`config.mk`:
```
export PLATFORM = sky130hd
export DESIGN_NAME = if_stage
export DESIGN_NICKNAME = d
export VERILOG_FILES = /design/src/rtl/if_stage.sv
export SDC_FILE = /design/constraint.sdc
export NUM_CORES = 1
export LEC_CHECK = 0
export CAP_MARGIN = 5
export CORE_MARGIN = 5
export CORE_UTILIZATION = 49
export CTS_CLUSTER_DIAMETER = 150
export DETAILED_ROUTE_END_ITERATION = 8
export GPL_TIMING_DRIVEN = 0
export HOLD_SLACK_MARGIN = 0.12
export PLACE_DENSITY_LB_ADDON = 0.25
export SLEW_MARGIN = 30
export SYNTH_ARGS = -nofsm -noshare
export SYNTH_HDL_FRONTEND = slang
export SYNTH_SLANG_ARGS = --single-unit
```
`constraint.sdc`:
```
create_clock -name clk -period 2.6 [get_ports clk]
set_clock_uncertainty 0.05 [all_clocks]
set_input_delay 0.26 -clock clk [delete_from_list [all_inputs] [get_ports clk]]
set_output_delay 0.26 -clock clk [all_outputs]
set_load 0.005 [all_outputs]
```
`src/rtl/if_stage.sv`:
```
// Instruction-fetch stage: PC register, imem request FSM (IDLE/FETCH/HOLD), a one-entry
// skid buffer for stalls, and registered pipe outputs. Define IF_PERF_CNT_EN for fetch/flush counters.
module if_stage #(
    parameter logic [31:0] RESET_PC = 32'h0000_0000,
    parameter logic [31:0] NOP_INST = 32'h0000_0013
) (
    input  logic        clk,
    input  logic        reset_n,
    input  logic        stall,
    input  logic        control_j,
    input  logic [31:0] pc_j,
    output logic        imem_req,
    output logic [31:0] imem_addr,
    input  logic        imem_ready,
    input  logic [31:0] imem_rdata,
    output logic [31:0] pipe_pc,
    output logic [31:0] pipe_data,
    output logic        pipe_valid,
`ifdef IF_PERF_CNT_EN
    output logic [31:0] fetch_cnt,
    output logic [15:0] flush_cnt,
`endif
    output logic [1:0]  state_dbg
);

    typedef enum logic [1:0] {
        S_IDLE  = 2'd0,
        S_FETCH = 2'd1,
        S_HOLD  = 2'd2
    } state_t;

    state_t      state_q, state_d;
    logic [31:0] pc_q, pc_d;
    logic [31:0] pipe_data_q, pipe_data_d;
    logic [31:0] pipe_pc_q, pipe_pc_d;
    logic        pipe_valid_q, pipe_valid_d;
    logic [31:0] buf_data_q, buf_data_d;
    logic [31:0] buf_pc_q, buf_pc_d;
    logic        deliver;
    logic [31:0] pc_inc;

    // Natural 32-bit overflow gives the required wrap from FFFF_FFFC to 0.
    assign pc_inc = pc_q + 32'd4;

    always_comb begin
        state_d      = state_q;
        pc_d         = pc_q;
        pipe_data_d  = pipe_data_q;
        pipe_pc_d    = pipe_pc_q;
        pipe_valid_d = pipe_valid_q;
        buf_data_d   = buf_data_q;
        buf_pc_d     = buf_pc_q;
        deliver      = 1'b0;

        if (control_j) begin
            // Redirect wins over stall and any same-cycle imem response.
            state_d      = S_FETCH;
            pc_d         = {pc_j[31:2], 2'b00};
            pipe_data_d  = NOP_INST;
            pipe_pc_d    = 32'd0;
            pipe_valid_d = 1'b0;
            buf_data_d   = NOP_INST;
            buf_pc_d     = 32'd0;
        end else begin
            case (state_q)
                S_IDLE: begin
                    state_d = S_FETCH;
                end
                S_FETCH: begin
                    if (!stall) begin
                        if (imem_ready) begin
                            pipe_data_d  = imem_rdata;
                            pipe_pc_d    = pc_q;
                            pipe_valid_d = 1'b1;
                            pc_d         = pc_inc;
                            deliver      = 1'b1;
                        end else begin
                            pipe_data_d  = NOP_INST;
                            pipe_valid_d = 1'b0;
                        end
                    end else if (imem_ready) begin
                        // Decode is blocked: park the response so it is not lost.
                        buf_data_d = imem_rdata;
                        buf_pc_d   = pc_q;
                        pc_d       = pc_inc;
                        state_d    = S_HOLD;
                    end
                end
                S_HOLD: begin
                    if (!stall) begin
                        pipe_data_d  = buf_data_q;
                        pipe_pc_d    = buf_pc_q;
                        pipe_valid_d = 1'b1;
                        deliver      = 1'b1;
                        state_d      = S_FETCH;
                    end
                end
                default: begin
                    state_d = S_IDLE;
                end
            endcase
        end
    end

    always_ff @(posedge clk) begin
        if (!reset_n) begin
            state_q      <= S_IDLE;
            pc_q         <= RESET_PC;
            pipe_data_q  <= NOP_INST;
            pipe_pc_q    <= 32'd0;
            pipe_valid_q <= 1'b0;
            buf_data_q   <= NOP_INST;
            buf_pc_q     <= 32'd0;
        end else begin
            state_q      <= state_d;
            pc_q         <= pc_d;
            pipe_data_q  <= pipe_data_d;
            pipe_pc_q    <= pipe_pc_d;
            pipe_valid_q <= pipe_valid_d;
            buf_data_q   <= buf_data_d;
            buf_pc_q     <= buf_pc_d;
        end
    end

`ifdef IF_PERF_CNT_EN
    logic [31:0] fetch_cnt_q, fetch_cnt_d;
    logic [15:0] flush_cnt_q, flush_cnt_d;

    always_comb begin
        fetch_cnt_d = deliver   ? fetch_cnt_q + 32'd1 : fetch_cnt_q;
        flush_cnt_d = control_j ? flush_cnt_q + 16'd1 : flush_cnt_q;
    end

    always_ff @(posedge clk) begin
        if (!reset_n) begin
            fetch_cnt_q <= 32'd0;
            flush_cnt_q <= 16'd0;
        end else begin
            fetch_cnt_q <= fetch_cnt_d;
            flush_cnt_q <= flush_cnt_d;
        end
    end

    assign fetch_cnt = fetch_cnt_q;
    assign flush_cnt = flush_cnt_q;
`endif

    assign imem_req   = (state_q == S_FETCH);
    assign imem_addr  = pc_q;
    assign pipe_pc    = pipe_pc_q;
    assign pipe_data  = pipe_data_q;
    assign pipe_valid = pipe_valid_q;
    assign state_dbg  = state_q;

endmodule

```
== Yosys cells after proc, flatten, opt, wreduce, memory -nomap -nowiden ==
Cells that the tools add are included.
Storage, ports and cells
  bits in registers: 163
  input bits: 69
  output and inout port bits: 100
Cells by class
  add/subtract/negate cells: 1
  equality and inequality tests: 9
  muxes and demuxes: 20
  bitwise gates (word level): 1
  reductions and logical operators: 11
Operators by type and width (number)
  $mux W32: 9
  $pmux W32 S2: 2
  $add A32 B3 Y32 const B: 1
  $reduce_and A3 Y1: 4
  $mux W2: 3
  $ne A2 B2 Y1 const B: 3
  $ne A3 B3 Y1 const B: 2
  $pmux W2 S3: 1
  $reduce_bool A2 Y1: 3
  $mux W1: 4
  $reduce_and A4 Y1: 1
  $ne A3 B2 Y1 const B: 1
  $eq A2 B1 Y1 const B: 1
  $eq A2 B2 Y1 const B: 1
  $logic_not A2 Y1: 1
  $ne A2 B1 Y1 const B: 1
  $pmux W1 S2: 1
  $reduce_and A2 Y1: 1
  $reduce_or A2 Y1: 1
  $not A1 Y1: 1

== Depth between registers and ports, before layout ==
Gate-level depths: netlist of run 1.
  word-level depth: 4
  depth in mapped cells: 8
  mapped depth without buffers: 5

== Worst setup path after synthesis of run 1 ==
OpenSTA, ideal clock, no wires.
  path type: flip-flop to flip-flop
  start point: register pc_q[2], in the netlist imem_addr[2]
  end point: register pc_q[30], in the netlist imem_addr[30]
  library setup time: 74 ps
  arrival: 1963 ps
  required time: 2476 ps
  setup slack: 513 ps
  stages on the path, launching flop included: 7
  buffers on the path: 1
  cell sequence: dfxtp_1 ha_1 nand4b_2 or3_1 buf_2 or4_1 a31oi_1
On the way
  word-level cells in the longest chain between the ends: 4
RTL lines
  from (decl): RTL line 33  | logic [31:0] pc_q, pc_d;
  from (signal assigned): RTL line 116  | pc_q <= pc_d;
  $add A32 B3 Y32: RTL line 43  | assign pc_inc = pc_q + 32'd4;
  $mux W32: RTL line 71, 81
  $mux W32: RTL line 65  | case (state_q)
  $mux W32: RTL line 55  | if (control_j) begin
No other way between the ends. The select of a mux whose other input is x is not followed.
A chain may end at the register's enable or synchronous reset.

== Final worst setup path of run 1 ==
Ends and elaborated chain as after synthesis.

==> impl_metrics.py, run 1 <==
metrics = {
    "timing": {
        "final_max_slew_viol_count": 0,
        "finalCritPeriodShare_pct": 94.21,
        "rsz0062_at_grt": "false",
        "hold_violations": 0,
        "final.setup.worst_slack_ps": 150.7,
        "worstMarginPinSlew_ps": 885.6,
        "slew-limit-headroom_pct": 40.42,
        "fin_tns_setup_ps": 0,
        "finalSetupViolations": 0,
        "clock.fmax_mhz": 408.3,
        "min_period_ps": 2449,
    },
    "setup_path": {
        "r2r-start": "imem_addr[2]$_SDFFE_PN0P_",
        "timing.rr.end": "imem_addr[30]$_SDFFE_PN0P_",
        "crit_fanout": 10,
        "crit_required_ps": 2900,
        "critPathLaunchType": "flip-flop",
        "arrival_ps": 2750,
        "critPathCaptureType": "flip-flop",
        "rr_worst_depth": 6,
        "reg2reg_slack_ps": 150,
        "critical_path_class": "flip-flop to flip-flop",
    },
    "finish": {
        "layout.nets": 1115,
        "fin_cells": 1233,
        "utilization_pct": 68.07,
        "drive_gt1_share_pct": 4.068,
        "diodes": 0,
        "area_delta_synth_final_pct": 35.06,
    },
    "synthesis": {
        "yosys_warnings": 0,
        "ys_seq_area_share_pct": 46.72,
        "syn_area_mm2": 0.006728,
        "ys.flop_type": "dfxtp_1",
        "synth_edf_count": 0,
        "synth_seq_cells": 157,
        "synth_top_cell_area_share_pct": 46.72,
        "synth_cells": 864,
        "synthArstFlopShare_pct": 0,
        "synthTopCellsByCount": "234 x nand2_1, 157 x dfxtp_1, 69 x a21oi_1, 69 x clkbuf_1, 66 x nor2_1",
        "synthDistinctLibCells": 48,
        "synthMostInstantiatedCell": "nand2_1",
        "synthTopCellsByArea": "dfxtp_1 47%, nand2_1 13%, a311oi_1 7.7%, a21oi_1 5.1%, clkbuf_1 3.8%",
        "synth_top_area_cell": "dfxtp_1",
        "syn_area_per_cell_um2": 7.787,
    },
    "global_route": {
        "grt_pass1_wl_mm": 32.71,
        "grt_pass1_vias": 6554,
        "antenna_found_initial": 0,
        "gr-total-overflow": 0,
        "grt_start_max_net_pins": 17,
        "track_usage_pct": 25.02,
    },
    "worst_hold_path": {
        "min_path_cells": 3,
        "min-delay-start": "stall",
        "worstHoldPathType": "input pin to flip-flop",
        "hold-path-endpoint": "state_dbg[1]$_SDFFE_PP0P_",
    },
    "die": {
        "die_y_um": 127.2,
        "fp-row-count": 42,
        "dieArea_mm2": 0.01617,
        "num_io_pins": 169,
        "core_mm2": 0.01335,
        "start_util_pct": 50.40,
        "die_x_um": 127.2,
    },
    "clock_network": {
        "clkSinkCount": 157,
        "clk_pin_slew_worst_paths_ps": 60,
        "cts_setup_buffers": 0,
        "ctsResizeCount": 0,
        "clockBufferDepth": 2,
        "htreeDepth": 4,
        "cts_tree": "built",
        "numCtsBuffers": 17,
        "clkLatencyLatePin_ps": 430,
        "postCtsHoldBufs": 0,
        "cts_root_buffer": "clkbuf_16",
    },
    "drt": {
        "antenna_left": 0,
        "drc": 0,
        "vias": 6916,
        "wl_per_cell_um": 16.40,
        "vias_per_cell": 5.609,
        "routed_wl_mm": 20.22,
        "drtIter0Drc": 707,
        "dr.pass1.iters": 5,
    },
    "placed_design": {
        "port_buffers": 159,
        "pre_cts_ws_ps": 180.7,
        "placed_cells": 1202,
        "hpwl_mm": 14.67,
        "gp_congestion": 0.8828,
    },
    "flow_run": {
        "cap_violations": 0,
    },
    "power_and_ir_drop": {
        "ir_drop_uv": 495.4,
        "p_leak_nw": 2.993,
        "p_per_area_mw_per_mm2": 601.9,
    },
    "status": {
        "status": "finished clean",
    },
}
report_power, final:
group,internal [mW],switching [mW]
clock network,1.35,0.937
registers,2.48,0.0871
logic,0.304,0.310
registers in the layout, summed over array words and instances, names as in the netlist:
| signal | count |
|---|---|
| buf_data_q | 32 |
| buf_pc_q | 30 |
| imem_addr | 30 |
| pipe_data | 32 |
| pipe_pc | 30 |
| pipe_valid | 1 |
| state_dbg | 2 |
metrics by stage:
stage	hold WS, ps	total power, mW	area (µm²)
final	179.8	5.469	9086
after global routing	220.2	5.672	9086
after CTS	161.6	5.487	9086
after detailed placement	396.7	3.227	8551
after global placement	392.3	3.219	8551
after floorplan	333.6	2.883	6739
routing by layer:
metal	global-route usage (%)	wire, µm	vias to the layer above
li1	-	-	3395
met1	33.04	8951	3211
met2	40.19	9384	282
met3	5.801	1557	28
met4	9.148	325	0
met5	0	0	-
cell families (layout without fill, tap and decap cells):
family                   after synthesis  count (layout)  share of synthesized area (%)
AND/OR/NAND/NOR                      409             409                          26.87
AO/OA/AOI/OAI                        196             196                          19.42
flip-flops                           157             157                          46.72
buffers and inverters                 90             280                          5.412
XOR/XNOR                               9               9                          1.172
adder cells (fa/ha/maj)                1               1                         0.1859
other                                  1               4                        0.05574
multiplexers                           1               1                         0.1674
cells in the final DEF (no fill, tap or decap), types with 7 or more instances in the layout:
cell type,n
nand3_1,46
o21ai_0,27
clkdlybuf4s50_1,159
clkbuf_1,73
a31oi_1,13
nand2_1,234
xnor2_1,7
or4_1,10
a21oi_1,69
a311oi_1,59
clkbuf_16,17
o31ai_1,8
dfxtp_1,157
nand4_1,11
nor2_1,66
critical path: stages, from the launching register on:
cell and delay [ps]:
dfxtp_1 510, ha_1 270, nand4b_2 230, or3_1 440
buf_2 210, or4_1 500, a31oi_1 160
how the worst max path moves through the flow:
stage	startpoint	to	slack [ps]	depth (start not counted)
after global placement	imem_addr[2]$_SDFFE_PN0P_	imem_addr[22]$_SDFFE_PN0P_	210	6
after global routing	imem_addr[2]$_SDFFE_PN0P_	imem_addr[22]$_SDFFE_PN0P_	20	6
final	imem_addr[2]$_SDFFE_PN0P_	imem_addr[30]$_SDFFE_PN0P_	150	6
after detailed placement	imem_addr[2]$_SDFFE_PN0P_	imem_addr[30]$_SDFFE_PN0P_	180	6
after floorplan	imem_addr[2]$_SDFFE_PN0P_	imem_addr[30]$_SDFFE_PN0P_	510	6
after CTS	imem_addr[2]$_SDFFE_PN0P_	imem_addr[30]$_SDFFE_PN0P_	160	6
layout make-up:
type / instances / area [µm²]
well taps: 176 / 220.2
plain buffers: 84 / 341.6
fillers: 1187 / 4262
multi-input cells: 620 / 3232
repair buffers: 159 / 1592
inverters: 6 / 22.52
clock buffers: 23 / 467.9
clock inverters: 8 / 67.56
flip-flops and latches: 157 / 3143
Power figures use the tool's default switching activity.
==> run 2, diff against run 1 <==
--- a/config.mk
+++ b/config.mk
@@ -5,14 +5,16 @@
 export SDC_FILE = /design/constraint.sdc
 export NUM_CORES = 1
 export LEC_CHECK = 0
+export ABC_AREA = 1
 export CAP_MARGIN = 5
 export CORE_MARGIN = 5
-export CORE_UTILIZATION = 49
+export CORE_UTILIZATION = 50
 export CTS_CLUSTER_DIAMETER = 150
 export DETAILED_ROUTE_END_ITERATION = 8
 export GPL_TIMING_DRIVEN = 0
 export HOLD_SLACK_MARGIN = 0.12
 export PLACE_DENSITY_LB_ADDON = 0.25
+export SETUP_SLACK_MARGIN = 0.05
 export SLEW_MARGIN = 30
 export SYNTH_ARGS = -nofsm -noshare
 export SYNTH_HDL_FRONTEND = slang
==> impl_metrics.py, run 2 <==
metrics = {
    "setup_path": {
        "path_cells": "clkdlybuf4s50_1, inv_2, nor2_1, buf_2, clkbuf_1, o21ai_0, a21oi_1",
        "slowest_delay_ps": 590,
        "critPathLaunchType": "input pin",
        "timing.rr.end": "imem_addr[20]$_SDFFE_PN0P_",
        "cp_slowest_cell": "clkdlybuf4s50_1",
        "rr_worst_depth": 9,
        "crit_fanout": 10,
        "path_delay_family": "buffers and inverters",
        "arrival_ps": 2440,
        "crit_required_ps": 2910,
        "r2r-start": "imem_addr[2]$_SDFFE_PN0P_",
        "critPathCaptureType": "flip-flop",
        "critical_path_class": "input pin to flip-flop",
        "reg2reg_slack_ps": 550,
        "path_buf_inv": 4,
    },
    "clock_network": {
        "ctsResizeCount": 0,
        "cts_setup_buffers": 0,
        "clkSinkCount": 157,
        "numCtsBuffers": 17,
        "clkLatencyLatePin_ps": 430,
        "postCtsHoldBufs": 0,
        "clk_pin_slew_worst_paths_ps": 60,
        "htreeDepth": 4,
        "cts_root_buffer": "clkbuf_16",
        "clockBufferDepth": 2,
        "cts_tree": "built",
    },
    "die": {
        "die_x_um": 127.2,
        "dieArea_mm2": 0.01618,
        "start_util_pct": 51.45,
        "fp-row-count": 42,
        "num_io_pins": 169,
        "core_mm2": 0.01335,
        "die_y_um": 127.2,
    },
    "power_and_ir_drop": {
        "power.total_mw": 5.823,
        "p_per_area_mw_per_mm2": 623.9,
        "p_switching_mw": 1.414,
        "swShare_pct": 24.28,
        "p_leak_nw": 3.519,
        "p_seq_share_pct": 44.3,
        "ir_drop_uv": 389.3,
        "p_clk_share_pct": 45.2,
        "comb_power_share_pct": 10.5,
        "p_int_mw": 4.409,
    },
    "synthesis": {
        "synthDistinctLibCells": 34,
        "synthTopCellsByArea": "dfxtp_1 46%, nand2_1 10%, o21ai_0 10%, nor2_1 7.4%, a31oi_1 6.0%",
        "synth_seq_cells": 157,
        "syn_area_mm2": 0.006868,
        "synth_cells": 961,
        "synth_top_area_cell": "dfxtp_1",
        "synth_edf_count": 0,
        "synthMostInstantiatedCell": "nand2_1",
        "ys.flop_type": "dfxtp_1",
        "synth_top_cell_area_share_pct": 45.76,
        "yosys_warnings": 0,
        "synthArstFlopShare_pct": 0,
        "synthTopCellsByCount": "191 x nand2_1, 157 x dfxtp_1, 139 x o21ai_0",
        "syn_area_per_cell_um2": 7.147,
        "ys_seq_area_share_pct": 45.76,
    },
    "finish": {
        "regArea_mm2": 0.003143,
        "diodes": 0,
        "final_common_cell": "nand2_1",
        "nFillCells": 1134,
        "mostFrequentLayoutCells": "191 x nand2_1, 162 x clkdlybuf4s50_1, 157 x dfxtp_1",
        "drive_gt1_share_pct": 5.709,
        "multi_input_comb_area_mm2": 0.003239,
        "area_delta_synth_final_pct": 35.89,
        "layout.nets": 1215,
    },
    "global_route": {
        "antenna_found_initial": 0,
        "grt_pass1_wl_mm": 35.96,
        "track_usage_pct": 27.66,
        "grt_start_max_net_pins": 17,
        "grt_pass1_vias": 7166,
        "gr-total-overflow": 0,
    },
    "timing": {
        "finalSetupViolations": 0,
        "finalCritPeriodShare_pct": 81.90,
        "worstMarginPinSlew_ps": 601.8,
        "rsz0062_at_grt": "false",
        "slew-limit-headroom_pct": 59.88,
        "clock.fmax_mhz": 469.6,
        "fin_tns_setup_ps": 0,
        "hold_violations": 0,
        "min_period_ps": 2129,
        "final_max_slew_viol_count": 0,
    },
    "worst_hold_path": {
        "worstHoldPathType": "input pin to flip-flop",
        "min-delay-start": "pc_j[3]",
        "hold-path-endpoint": "imem_addr[3]$_SDFFE_PN0P_",
        "min_path_cells": 3,
    },
    "placed_design": {
        "hpwl_mm": 16.47,
        "gp_congestion": 0.9284,
        "port_buffers": 162,
    },
    "drt": {
        "dr.pass1.iters": 8,
        "drtIter0Drc": 1022,
        "wl_per_cell_um": 17.09,
        "vias_per_cell": 5.689,
        "antenna_left": 0,
        "drc": 0,
        "vias": 7578,
        "routed_wl_mm": 22.76,
    },
    "flow_run": {
        "cap_violations": 0,
    },
    "status": {
        "status": "finished clean",
    },
}
-- run 2: cell count changes in the layout (fill, tap and decap cells not counted), moves of 30 or more --
| cell | change |
|---|---|
| a311oi_1 | -59 |
| a31oi_1 | +53 |
| clkbuf_1 | -30 |
| inv_1 | +41 |
| nand2_1 | -43 |
| nor2_1 | +69 |
| o21ai_0 | +112 |
-- run 2: cell type report --
cell class                 count  share of cell area [%]
buffer                        67                   3.231
clock buffer                  20                   4.786
clock inverter                10                   1.770
inverter                      52                   2.091
multi-input combinational    688                   34.71
sequential                   157                   33.68
tap                          176                   2.360
timing repair buffer         162                   17.38
-- run 2: worst min-delay path: stages --
cell and delay, ps:
clkdlybuf4s50_1 400, nand2_1 60, a31oi_1 70
-- run 2: through the flow --
step	hold slack (ps)	instances	cell area [µm²]	setup WS (ps)	util, %
after global placement	399.9	1302	8721	151.1	65.34
after global routing	386.7	1332	9333	331.2	69.92
after CTS	367.8	1332	9333	531.2	69.92
after detailed placement	413.0	1302	8721	115.4	65.34
final	367.5	1332	9333	470.6	69.92
after floorplan	336.3	964	6879	993.4	-
-- run 2: how the worst max path moves through the flow --
| stage | cells past startpoint | end | slack, ps | start |
|---|---|---|---|---|
| after floorplan | 10 | imem_addr[30]$_SDFFE_PN0P_ | 990 | imem_addr[2]$_SDFFE_PN0P_ |
| after global placement | 7 | buf_pc_q[29]$_SDFFE_PP0P_ | 150 | reset_n |
| after detailed placement | 7 | buf_pc_q[29]$_SDFFE_PP0P_ | 120 | reset_n |
| after CTS | 7 | buf_pc_q[29]$_SDFFE_PP0P_ | 530 | reset_n |
| after global routing | 7 | buf_pc_q[28]$_SDFFE_PP0P_ | 330 | reset_n |
| final | 7 | buf_pc_q[29]$_SDFFE_PP0P_ | 470 | reset_n |
-- run 2: power by group through the flow --
stage          Clock, mW  Sequential, mW  Combinational (mW)
2_1_floorplan          0            2.60               0.274
3_3_place_gp           0            2.63               0.591
3_5_place_dp           0            2.63               0.601
4_1_cts             2.62            2.58               0.606
5_1_grt             2.73            2.59               0.669
6_report            2.63            2.58               0.611
-- run 2: kinds of logic (layout without fill, tap and decap cells) --
family,Yosys count,in the layout,synth area share [%]
and+or+nand+nor,406,406,24.12
adders and majority gates,1,1,0.1822
buffers and inverters,119,311,7.233
DFF,157,157,45.76
other,1,4,0.05460
xor gates and xnor gates,8,8,1.020
AOI/OAI and AO/OA,269,269,21.63
-- run 2: metal layers --
metal | wire length (µm) | vias up | track usage (%) | part of all wire, %
met3 | 2211 | 65 | 6.302 | 9.7
met1 | 9480 | 3494 | 37.40 | 42
met5 | 0 | - | 0 | 0
met2 | 10370 | 419 | 43.21 | 46
li1 | - | 3600 | - | -
met4 | 700 | 0 | 10.73 | 3.1
